<file path="src/rtl/mem_pkg.sv">
// Shared types and default sizing for the two-requester memory arbiter.
package mem_pkg;

   localparam int unsigned ADDR_W_DEF    = 10;
   localparam int unsigned DATA_W_DEF    = 8;
   localparam int unsigned MAX_BURST_DEF = 4;

   typedef enum logic [1:0] {
      IDLE = 2'd0,
      OWN0 = 2'd1,
      OWN1 = 2'd2
   } arb_state_t;

endpackage

</file>
<file path="src/rtl/rr_burst_sel.sv">
// Grant selection: round-robin between two requesters with a bounded burst
// length for the current owner.
module rr_burst_sel
   import mem_pkg::*;
#(
   parameter int unsigned MAX_BURST = MAX_BURST_DEF
) (
   input  logic clk,
   input  logic reset,
   input  logic req0,
   input  logic req1,
   output logic gnt0,
   output logic gnt1
);

   localparam int unsigned      CNT_W   = $clog2(MAX_BURST + 1);
   localparam logic [CNT_W-1:0] CNT_MAX = CNT_W'(MAX_BURST);

   arb_state_t       state, state_nxt;
   logic             last, last_nxt;
   logic [CNT_W-1:0] cnt, cnt_nxt;
   logic             at_max, same_owner;

   assign at_max = (cnt == CNT_MAX);

   always_ff @(posedge clk or posedge reset) begin
      if (reset) begin
         state <= IDLE;
         last  <= 1'b1;
         cnt   <= '0;
      end else begin
         state <= state_nxt;
         last  <= last_nxt;
         cnt   <= cnt_nxt;
      end
   end

   always_comb begin
      gnt0       = 1'b0;
      gnt1       = 1'b0;
      state_nxt  = IDLE;
      last_nxt   = last;
      cnt_nxt    = '0;
      same_owner = 1'b0;

      // The owner keeps the grant until its burst is exhausted and the other side waits.
      unique case (state)
         OWN0: begin
            if (req0 && !(at_max && req1)) gnt0 = 1'b1;
            else                           gnt1 = req1;
         end
         OWN1: begin
            if (req1 && !(at_max && req0)) gnt1 = 1'b1;
            else                           gnt0 = req0;
         end
         default: begin
            if (req0 && req1) begin
               gnt0 = last;
               gnt1 = !last;
            end else begin
               gnt0 = req0;
               gnt1 = req1;
            end
         end
      endcase

      if (reset) begin
         gnt0 = 1'b0;
         gnt1 = 1'b0;
      end

      same_owner = (gnt0 && (state == OWN0)) || (gnt1 && (state == OWN1));

      if (gnt0) begin
         state_nxt = OWN0;
         last_nxt  = 1'b0;
      end else if (gnt1) begin
         state_nxt = OWN1;
         last_nxt  = 1'b1;
      end

      if (gnt0 || gnt1) begin
         if (!same_owner) cnt_nxt = CNT_W'(1);
         else if (at_max) cnt_nxt = cnt;
         else             cnt_nxt = cnt + CNT_W'(1);
      end
   end

endmodule

</file>
<file path="src/rtl/mem_arbiter.sv">
// Two-requester arbiter in front of a single-port memory with synchronous
// write and registered read; read data returns two cycles after acceptance.
module mem_arbiter
   import mem_pkg::*;
#(
   parameter int unsigned ADDR_W    = ADDR_W_DEF,
   parameter int unsigned DATA_W    = DATA_W_DEF,
   parameter int unsigned MAX_BURST = MAX_BURST_DEF
) (
   input  logic              clk,
   input  logic              reset,
   input  logic              req0,
   input  logic              req1,
   input  logic              we0,
   input  logic              we1,
   input  logic [ADDR_W-1:0] addr0,
   input  logic [ADDR_W-1:0] addr1,
   input  logic [DATA_W-1:0] wdata0,
   input  logic [DATA_W-1:0] wdata1,
   output logic              gnt0,
   output logic              gnt1,
   output logic              rvalid0,
   output logic              rvalid1,
   output logic [DATA_W-1:0] rdata,
   output logic              mem_write_enable,
   output logic [ADDR_W-1:0] mem_addr,
   output logic [DATA_W-1:0] mem_write_data,
   input  logic [DATA_W-1:0] mem_read_data
);

   logic              accept;
   logic              sel_we;
   logic [ADDR_W-1:0] sel_addr;
   logic [DATA_W-1:0] sel_wdata;
   logic              rd_pend;
   logic              rd_owner;

   rr_burst_sel #(
      .MAX_BURST (MAX_BURST)
   ) u_sel (
      .clk   (clk),
      .reset (reset),
      .req0  (req0),
      .req1  (req1),
      .gnt0  (gnt0),
      .gnt1  (gnt1)
   );

   assign accept    = gnt0 | gnt1;
   assign sel_we    = gnt1 ? we1    : we0;
   assign sel_addr  = gnt1 ? addr1  : addr0;
   assign sel_wdata = gnt1 ? wdata1 : wdata0;

   // The memory registers its read output, so rdata is a passthrough aligned with stage two.
   assign rdata = mem_read_data;

   always_ff @(posedge clk or posedge reset) begin
      if (reset) begin
         mem_write_enable <= 1'b0;
         mem_addr         <= '0;
         mem_write_data   <= '0;
         rd_pend          <= 1'b0;
         rd_owner         <= 1'b0;
         rvalid0          <= 1'b0;
         rvalid1          <= 1'b0;
      end else begin
         mem_write_enable <= accept & sel_we;
         if (accept) begin
            mem_addr       <= sel_addr;
            mem_write_data <= sel_wdata;
         end
         rd_pend  <= accept & ~sel_we;
         rd_owner <= gnt1;
         rvalid0  <= rd_pend & ~rd_owner;
         rvalid1  <= rd_pend &  rd_owner;
      end
   end

endmodule

</file>
<file path="config.mk">
export PLATFORM = sky130hd
export DESIGN_NAME = mem_arbiter
export DESIGN_NICKNAME = d
export VERILOG_FILES = /design/src/rtl/mem_pkg.sv /design/src/rtl/rr_burst_sel.sv /design/src/rtl/mem_arbiter.sv
export SDC_FILE = /design/constraint.sdc
export NUM_CORES = 1
export LEC_CHECK = 0
export ABC_AREA = 1
export CAP_MARGIN = 0
export CORE_UTILIZATION = 43
export DETAILED_ROUTE_END_ITERATION = 12
export HOLD_SLACK_MARGIN = 0.02
export PLACE_DENSITY = 0.93
export SETUP_SLACK_MARGIN = 0.1
export SYNTH_ARGS = -nofsm -noshare
export SYNTH_HDL_FRONTEND = slang
export SYNTH_SLANG_ARGS = --single-unit
</file>
<file path="constraint.sdc">
create_clock -name clk -period 2.5 [get_ports clk]
set_input_delay 0.625 -clock clk [delete_from_list [all_inputs] [get_ports clk]]
set_output_delay 0.625 -clock clk [all_outputs]
set_load 0.01 [all_outputs]
</file>
== Word level (Yosys, flattened, before mapping) ==
Cells that the tools add are included.

* $add $sub $neg: 1
* Equal/unequal tests: 4
* Mux-type cells: 20
* Bitwise gates (word level): 7
* Reduce and logical (&&, ||, !) cells: 13

{| class="wikitable"
|+ Operators by type and width
! operator !! count
|-
| 2-to-1 mux 1 bit || 11
|-
| 2-to-1 mux 10 bit || 1
|-
| 2-to-1 mux 3 bit || 3
|-
| 2-to-1 mux 8 bit || 1
|-
| logical AND 1 bit || 7
|-
| AND 1 bit || 4
|-
| 2-to-1 mux 2 bit || 2
|-
| case mux 1 bit (2 select lines) || 2
|-
| adder 3 x 1 -> 3 bit (second input constant) || 1
|-
| equality test 3 bit (second input constant) || 1
|-
| zero test 1 bit || 3
|-
| inequality test 3 bit (second input constant) || 1
|-
| equality test 2 x 1 -> 1 bit (second input constant) || 1
|-
| equality test 2 bit (second input constant) || 1
|-
| logical OR 1 bit || 2
|-
| inverter 1 bit || 2
|-
| nonzero test 2 bit || 1
|-
| OR 1 bit || 1
|}

* Bits in registers: 29
* Word-level logic and storage cells: 55

== Depth between registers and ports, before layout ==
* Word-level depth: 11
* Mapped depth: 12
* Mapped depth without buffers: 11

== By module ==
From an unflattened synthesis, not the netlist that was laid out.

* Cells, all modules: 179
* Area, all modules: 1503.9 um2

{| class="wikitable"
|+ Modules (own cells, without submodules)
! module !! times used !! cells each !! area each (um2) !! seq. area each (um2)
|-
| mem_arbiter || 1 || 122 || 1051.0 || 575.6
|-
| rr_burst_sel || 1 || 57 || 452.9 || 151.4
|}

== Least setup slack after synthesis ==
No wires, ideal clock.

* Kind: in2out
* Start: input req0
* End: output gnt1
* Arrival: 1.257 ns
* Data required time: 1.875 ns
* Setup slack: 0.618 ns
* Stages: 6
* Buffers on the path: 1
* Cell sequence: nand2_1 nand2_1 a21oi_1 nand2_2 buf_6 inv_1

* Longest elaborated chain between the ends: 6
* Elaborated cells between the ends (all ways): 10

{| class="wikitable"
|+ RTL lines
! element !! line !! source
|-
| start, declared || mem_arbiter.sv:12 || <nowiki>input logic req0,</nowiki>
|-
| logical AND 1 bit || rr_burst_sel.sv:53 || <nowiki>if (req1 && !(at_max && req0)) gnt1 = 1'b1;</nowiki>
|-
| zero test 1 bit || rr_burst_sel.sv:53 ||
|-
| logical AND 1 bit || rr_burst_sel.sv:53 ||
|-
| 2-to-1 mux 1 bit || rr_burst_sel.sv:53 ||
|-
| case mux 1 bit (2 select lines) * || rr_burst_sel.sv:47 || <nowiki>unique case (state)</nowiki>
|-
| 2-to-1 mux 1 bit * || rr_burst_sel.sv:67 || <nowiki>if (reset) begin</nowiki>
|-
| end, declared || mem_arbiter.sv:21 || <nowiki>output logic gnt1,</nowiki>
|}

Mark *: on every way between the ends. The rest lies on a longest branch, timed or not.

== Final worst setup path ==
Ends and elaborated chain as after synthesis.

==> results.json <==
{
  "final_common_cell": "nand2_1",
  "dpl_cell_area_um2": 2210,
  "synth-seq-area-share_pct": 46.4,
  "drive_gt1_share_pct": 10.5,
  "slew_headroom_pct": 76.4,
  "leakagePower_nw": 1.21,
  "ant_nets": 0,
  "skew_ns": 0.00713,
  "cts_made_buffers": 5,
  "root_buffer": "clkbuf_4",
  "synthesis.nets": 253,
  "max_stage_delay_ns": 0.30,
  "port-buffer-count": 64,
  "grt_pass1_vias": 1399,
  "hold_slack_ns": 0.439,
  "io_pins": 81,
  "timing_worst_slew_pin_value_ns": 0.353,
  "fin_crit_ns": 2.27,
  "final_cell_mix": "nand2_1 (72), clkdlybuf4s50_1 (60), inv_1 (33)",
  "die_h_um": 62.4,
  "cts_buffer_depth": 2,
  "critPathKind": "primary input to output pin",
  "grt_start_max_net_pins": 41,
  "netlist_area_um2": 1570,
  "die_w_um": 62.4,
  "synthTopCellsByArea": "dfrtp_1 (45%), nand2_1 (17%), o211ai_1 (8.6%), inv_1 (8.1%), buf_4 (4.8%)",
  "utilization_pct": 67.5,
  "critPathTopFamily": "buffers and inverters",
  "cp.required_ns": 1.88,
  "final_cell_area_um2": 2310,
  "crit_path_top_delay_cell": "dlygate4sd2_1",
  "syn_inst": 199,
  "overflow": 0,
  "status": "finished clean",
  "avgSynthCellArea_um2": 7.88,
  "fill_cells": 289,
  "cp.arrival_ns": 1.65,
  "core_um2": 3420,
  "grt_use_total_pct": 19.7,
  "period_share_pct": 90.8,
  "nNetsFinal": 319,
  "yosysUniqueCellTypes": 19,
  "synth.ff_latch_count": 29,
  "maxCapViolCount": 0,
  "yosys_warnings": 0,
  "synth_top_area_share_pct": 44.7,
  "fmax_mhz": 440,
  "antenna_found_initial": 0,
  "tritoncts": "done",
  "crit_top_cell": "nand2_1",
  "cts_num_sinks": 29,
  "initial_utilization_pct": 45.9,
  "htreeDepth": 2,
  "grt_pass1_wl_um": 5860,
  "drc_errors": 0,
  "clk-insertion-delay-late_ns": 0.32,
  "fin_ws_ns": 0.230,
  "totalWireLength_um": 3420,
  "antennaDiodeCount": 0,
  "setup_violations": 0,
  "dp_hpwl_um": 2570,
  "clk_pin_slew_ns": 0.08,
  "pre_cts_slack_ns": -0.379,
  "ir_drop_mv": 0.582,
  "crit_path_max_fanout": 6,
  "placementRows": 21,
  "p_per_area_nw_per_um2": 1120,
  "area_delta_synth_final_pct": 47.1,
  "vias": 1466,
  "path_cells": "dlygate4sd2_1 > nand2_1 > nand2_1 > a21oi_2 > nand2_2 > inv_1 > clkdlybuf4s15_1",
  "drt_iter0_drc": 60,
  "drv_slew": 0,
  "gp_congestion": 0.874,
  "worstSetupStartpointType": "primary input",
  "hold_viol": 0,
  "dieArea_um2": 3890,
  "vias_per_cell": 4.70,
  "yosysTopAreaCell": "dfrtp_1",
  "critPathBufInv": 3,
  "min_path_type": "register to register",
  "endpoint_kind": "output pin",
  "setup_tns_ns": 0,
  "dr.pass1.iters": 4,
  "rsz0062_at_grt": "false",
  "avgRoutedWirePerCell_um": 11.0
}
==> kinds of logic after synthesis <==
family / synth area share, %
AND/OR/NAND/NOR: 24.1
buffers and inverters: 15.7
flip-flops: 46.4
AO/OA/AOI/OAI: 10.1
adder cells (fa/ha/maj): 3.19
XOR/XNOR: 0.559
==> metrics by stage <==
stage          instances  power [mW]
2_1_floorplan        199        1.70
3_5_place_dp         302        2.28
6_report             312        2.58
3_3_place_gp         302        2.23
4_1_cts              312        2.58
5_1_grt              312        2.81
==> flip-flops by register name, summed over array words and instances (netlist names) <==
signal	flops
mem_write_enable	1
mem_addr	10
u_sel.cnt	3
u_sel.state	2
rd_owner	1
rvalid1	1
mem_write_data	8
rvalid0	1
rd_pend	1
u_sel.last	1
==> final timing paths <==
kind	startpoint	end	slack (ns)	cells after the start
max reg2reg	u_sel.cnt[0]	mem_addr[0]	0.53	12
min reg2reg	rd_owner	rvalid0	0.44	1
max in group asynchronous	reset	u_sel.last	1.32	4
min in group asynchronous	reset	mem_write_data[2]	0.88	4
min	rd_owner	rvalid0	0.44	1
max	req0	gnt1	0.23	7
==> layer usage <==
metal	wire [um]	global-route usage, %
met3	270	7.12
met5	0	0
met1	1350	20.7
met4	68	8.14
met2	1740	35.6
==> repair_timing <==
| item | CTS | global route |
|---|---|---|
| pin swaps | 0 | 0 |
| hold buffers | 0 | 0 |
| endpoints found under the setup margin | 2 | 2 |
| gates cloned | 0 | 0 |
| resized for setup | 4 | 9 |
| buffers inserted | 2 | 0 |
==> area by class of cell <==
cell class	instances	area (um^2)	share of cell area, %
clock buffers	8	58.8	2.55
inverters	35	134	5.81
multi-input cells	120	621	26.9
flip-flops and latches	29	727	31.5
well taps	46	57.6	2.50
repair buffers	74	708	30.7
==> cells in the mapped netlist (all sizes together) <==
cell type	n
inv	35
nand2	75
o21ai	2
nand3	11
nor2	6
dfrtp	28
xnor2	1
a21oi	1
buf	15
a22oi	1
o211ai	18
dfstp	1
ha	4
and2	1
==> where the power goes <==
group          internal [mW]  switching (mW)
logic                  0.712           0.777
clock network          0.139           0.150
registers              0.694           0.111
total                   1.54            1.04
(Power assumes the default switching activity.)
==> variant (same settings) <==
Reset style: synchronous (`reset`), changed in 2 clocked blocks.
--- a/src/rtl/rr_burst_sel.sv
+++ b/src/rtl/rr_burst_sel.sv
@@ -23,7 +23,7 @@
 
    assign at_max = (cnt == CNT_MAX);
 
-   always_ff @(posedge clk or posedge reset) begin
+   always_ff @(posedge clk) begin
       if (reset) begin
          state <= IDLE;
          last  <= 1'b1;
--- a/src/rtl/mem_arbiter.sv
+++ b/src/rtl/mem_arbiter.sv
@@ -54,7 +54,7 @@
    // The memory registers its read output, so rdata is a passthrough aligned with stage two.
    assign rdata = mem_read_data;
 
-   always_ff @(posedge clk or posedge reset) begin
+   always_ff @(posedge clk) begin
       if (reset) begin
          mem_write_enable <= 1'b0;
          mem_addr         <= '0;
Formal check against the unedited RTL: differs if reset is asserted again (counterexample within 4 cycles, from zero or initial values and one cycle with reset high); with reset held inactive, the same outputs for 10 cycles.
==> variant against the original RTL <==
Synthesized area rose by 1.8%; utilization fell by 1.3 points; critical path depth fell by 2; setup slack improved by 0.034 ns; sequential cell count did not move; power fell by 23%; wire length rose by 21%; design area fell by 1.1%; final cell count rose by 4.2%.
==> variant: results (changes against the original RTL) <==
slowest_delay_ns: 0.42  # +0.12 ns
async_reset_ff_share_pct: 0  # -100 points
hold_path_end: "rvalid0"
cts-resized-gates: 3  # -1
worstReg2RegStart: "u_sel.state[0]"
reg_top3: "mem_addr: 10 flops, mem_write_data: 8 flops, u_sel.cnt: 3 flops"
final_nets: 332  # +4.1%
relSlewSlack_pct: 74.4  # -2.0 points
ys_top_cells_by_area: "dfxtp_1 36%, nand2_1 16%, nand3_1 7.5%, nand4_1 7.5%, a21oi_2 5.5%"
drtIter0Drc: 35  # -42%
grt_pass1_wl_um: 6780  # +16%
grt_use_met2_pct: 40.5  # +4.9 points
clock_latency_ns: 0.28  # -0.04 ns
synth_top_flop_cell: "dfxtp_1"
grtUsageTotal_pct: 22.3  # +2.6 points
swShare_pct: 38.7  # -1.5 points
nFillCells: 303  # +4.8%
diodes: 0  # unchanged
ff2ff_setup_slack_ns: 0.48  # -0.05 ns
cts_setup_buffers: 0  # -2
setup.worst_path.end: "gnt0"
slowest_stage: "clkdlybuf4s50_1"
place_area_sq_um: 2200  # -0.73%
ir_worst_vdd_v: 0.000435  # -25%
syn-mean-instance-area_sq_um: 7.19  # -8.8%
via_per_inst: 5.10  # +8.6%
use_met3_pct: 8.39  # +1.3 points
place_inst: 317  # +5.0%
outcome: "finished clean"
power_leakage_nw: 1.00  # -17%
synthTopCellsByCount: "70 x nand2_1, 29 x dfxtp_1, 24 x nand3_1"
dp_hpwl_um: 2990  # +16%
grt_pass1_vias: 1532  # +9.5%
cp_max_fo: 4  # -2
min_period_ns: 2.24  # -0.0340 ns
reg2reg_depth: 11  # -1
synth_cell_types: 22  # +3
clk_pin_slew_worst_paths_ns: 0.06  # -0.02 ns
wire_per_inst_um: 12.7  # +16%
cts-root-buf: "clkbuf_8"
startpoint: "reset"
min_from: "rd_owner"
num_vias: 1659  # +13%
grtUsageMet1_pct: 23.3  # +2.6 points
synth_fp_nets: 276  # +9.1%
place_ws_ns: -0.391  # -0.0118 ns
skew_ns: 0.00787  # +0.000738 ns
holdWs_ns: 0.412  # -0.0275 ns
==> variant: cell count changes in the layout (fill, tap and decap cells not counted), sizes merged, moves of 2 or more <==
cell	unedited run	this run
dfxtp	0	29
dlygate4sd2	2	0
dfrtp	28	0
a21oi	1	20
nand4	0	19
o211ai	18	1
nand3	11	26
inv	35	17
nand2	75	72
clkinv	0	2
==> variant: layer usage <==
| layer | part of all wire [%] | wire [um] |
|---|---|---|
| met5 | 0 | 0 |
| met4 | 1.4 | 59 |
| met3 | 10 | 430 |
| met2 | 49 | 2010 |
| met1 | 40 | 1640 |
==> variant: cell type report <==
| cell class | count | area (sq um) | share of cell area, % |
|---|---|---|---|
| Clock buffer | 6 | 72.6 | 3.18 |
| Timing Repair Buffer | 73 | 701 | 30.7 |
| Inverter | 17 | 63.8 | 2.80 |
| Multi-Input combinational cell | 152 | 795 | 34.9 |
| Sequential cell | 29 | 581 | 25.5 |
| Clock inverter | 2 | 10.0 | 0.439 |
| Tap cell | 46 | 57.6 | 2.52 |
==> variant: power by group through the flow <==
| stage | sequential [mW] | combinational, mW | clock (mW) |
|---|---|---|---|
| final | 0.643 | 0.981 | 0.362 |
| after CTS | 0.645 | 0.979 | 0.369 |
| after global placement | 0.650 | 0.958 | 0 |
| after global routing | 0.659 | 1.08 | 0.393 |
| after floorplan | 0.687 | 0.608 | 0 |
| after detailed placement | 0.654 | 0.982 | 0 |
==> variant: kinds of logic (layout without fill, tap and decap cells) <==
group                      count (synthesis)  after routing  synth area share (%)
and+or+nand+nor                          122            122                  34.7
buffers and inverters                     41             98                  14.3
DFF                                       29             29                  36.4
AOI/OAI and AO/OA                         24             24                  10.4
adders and majority gates                  4              4                  3.14
xor gates and xnor gates                   2              2                  1.10
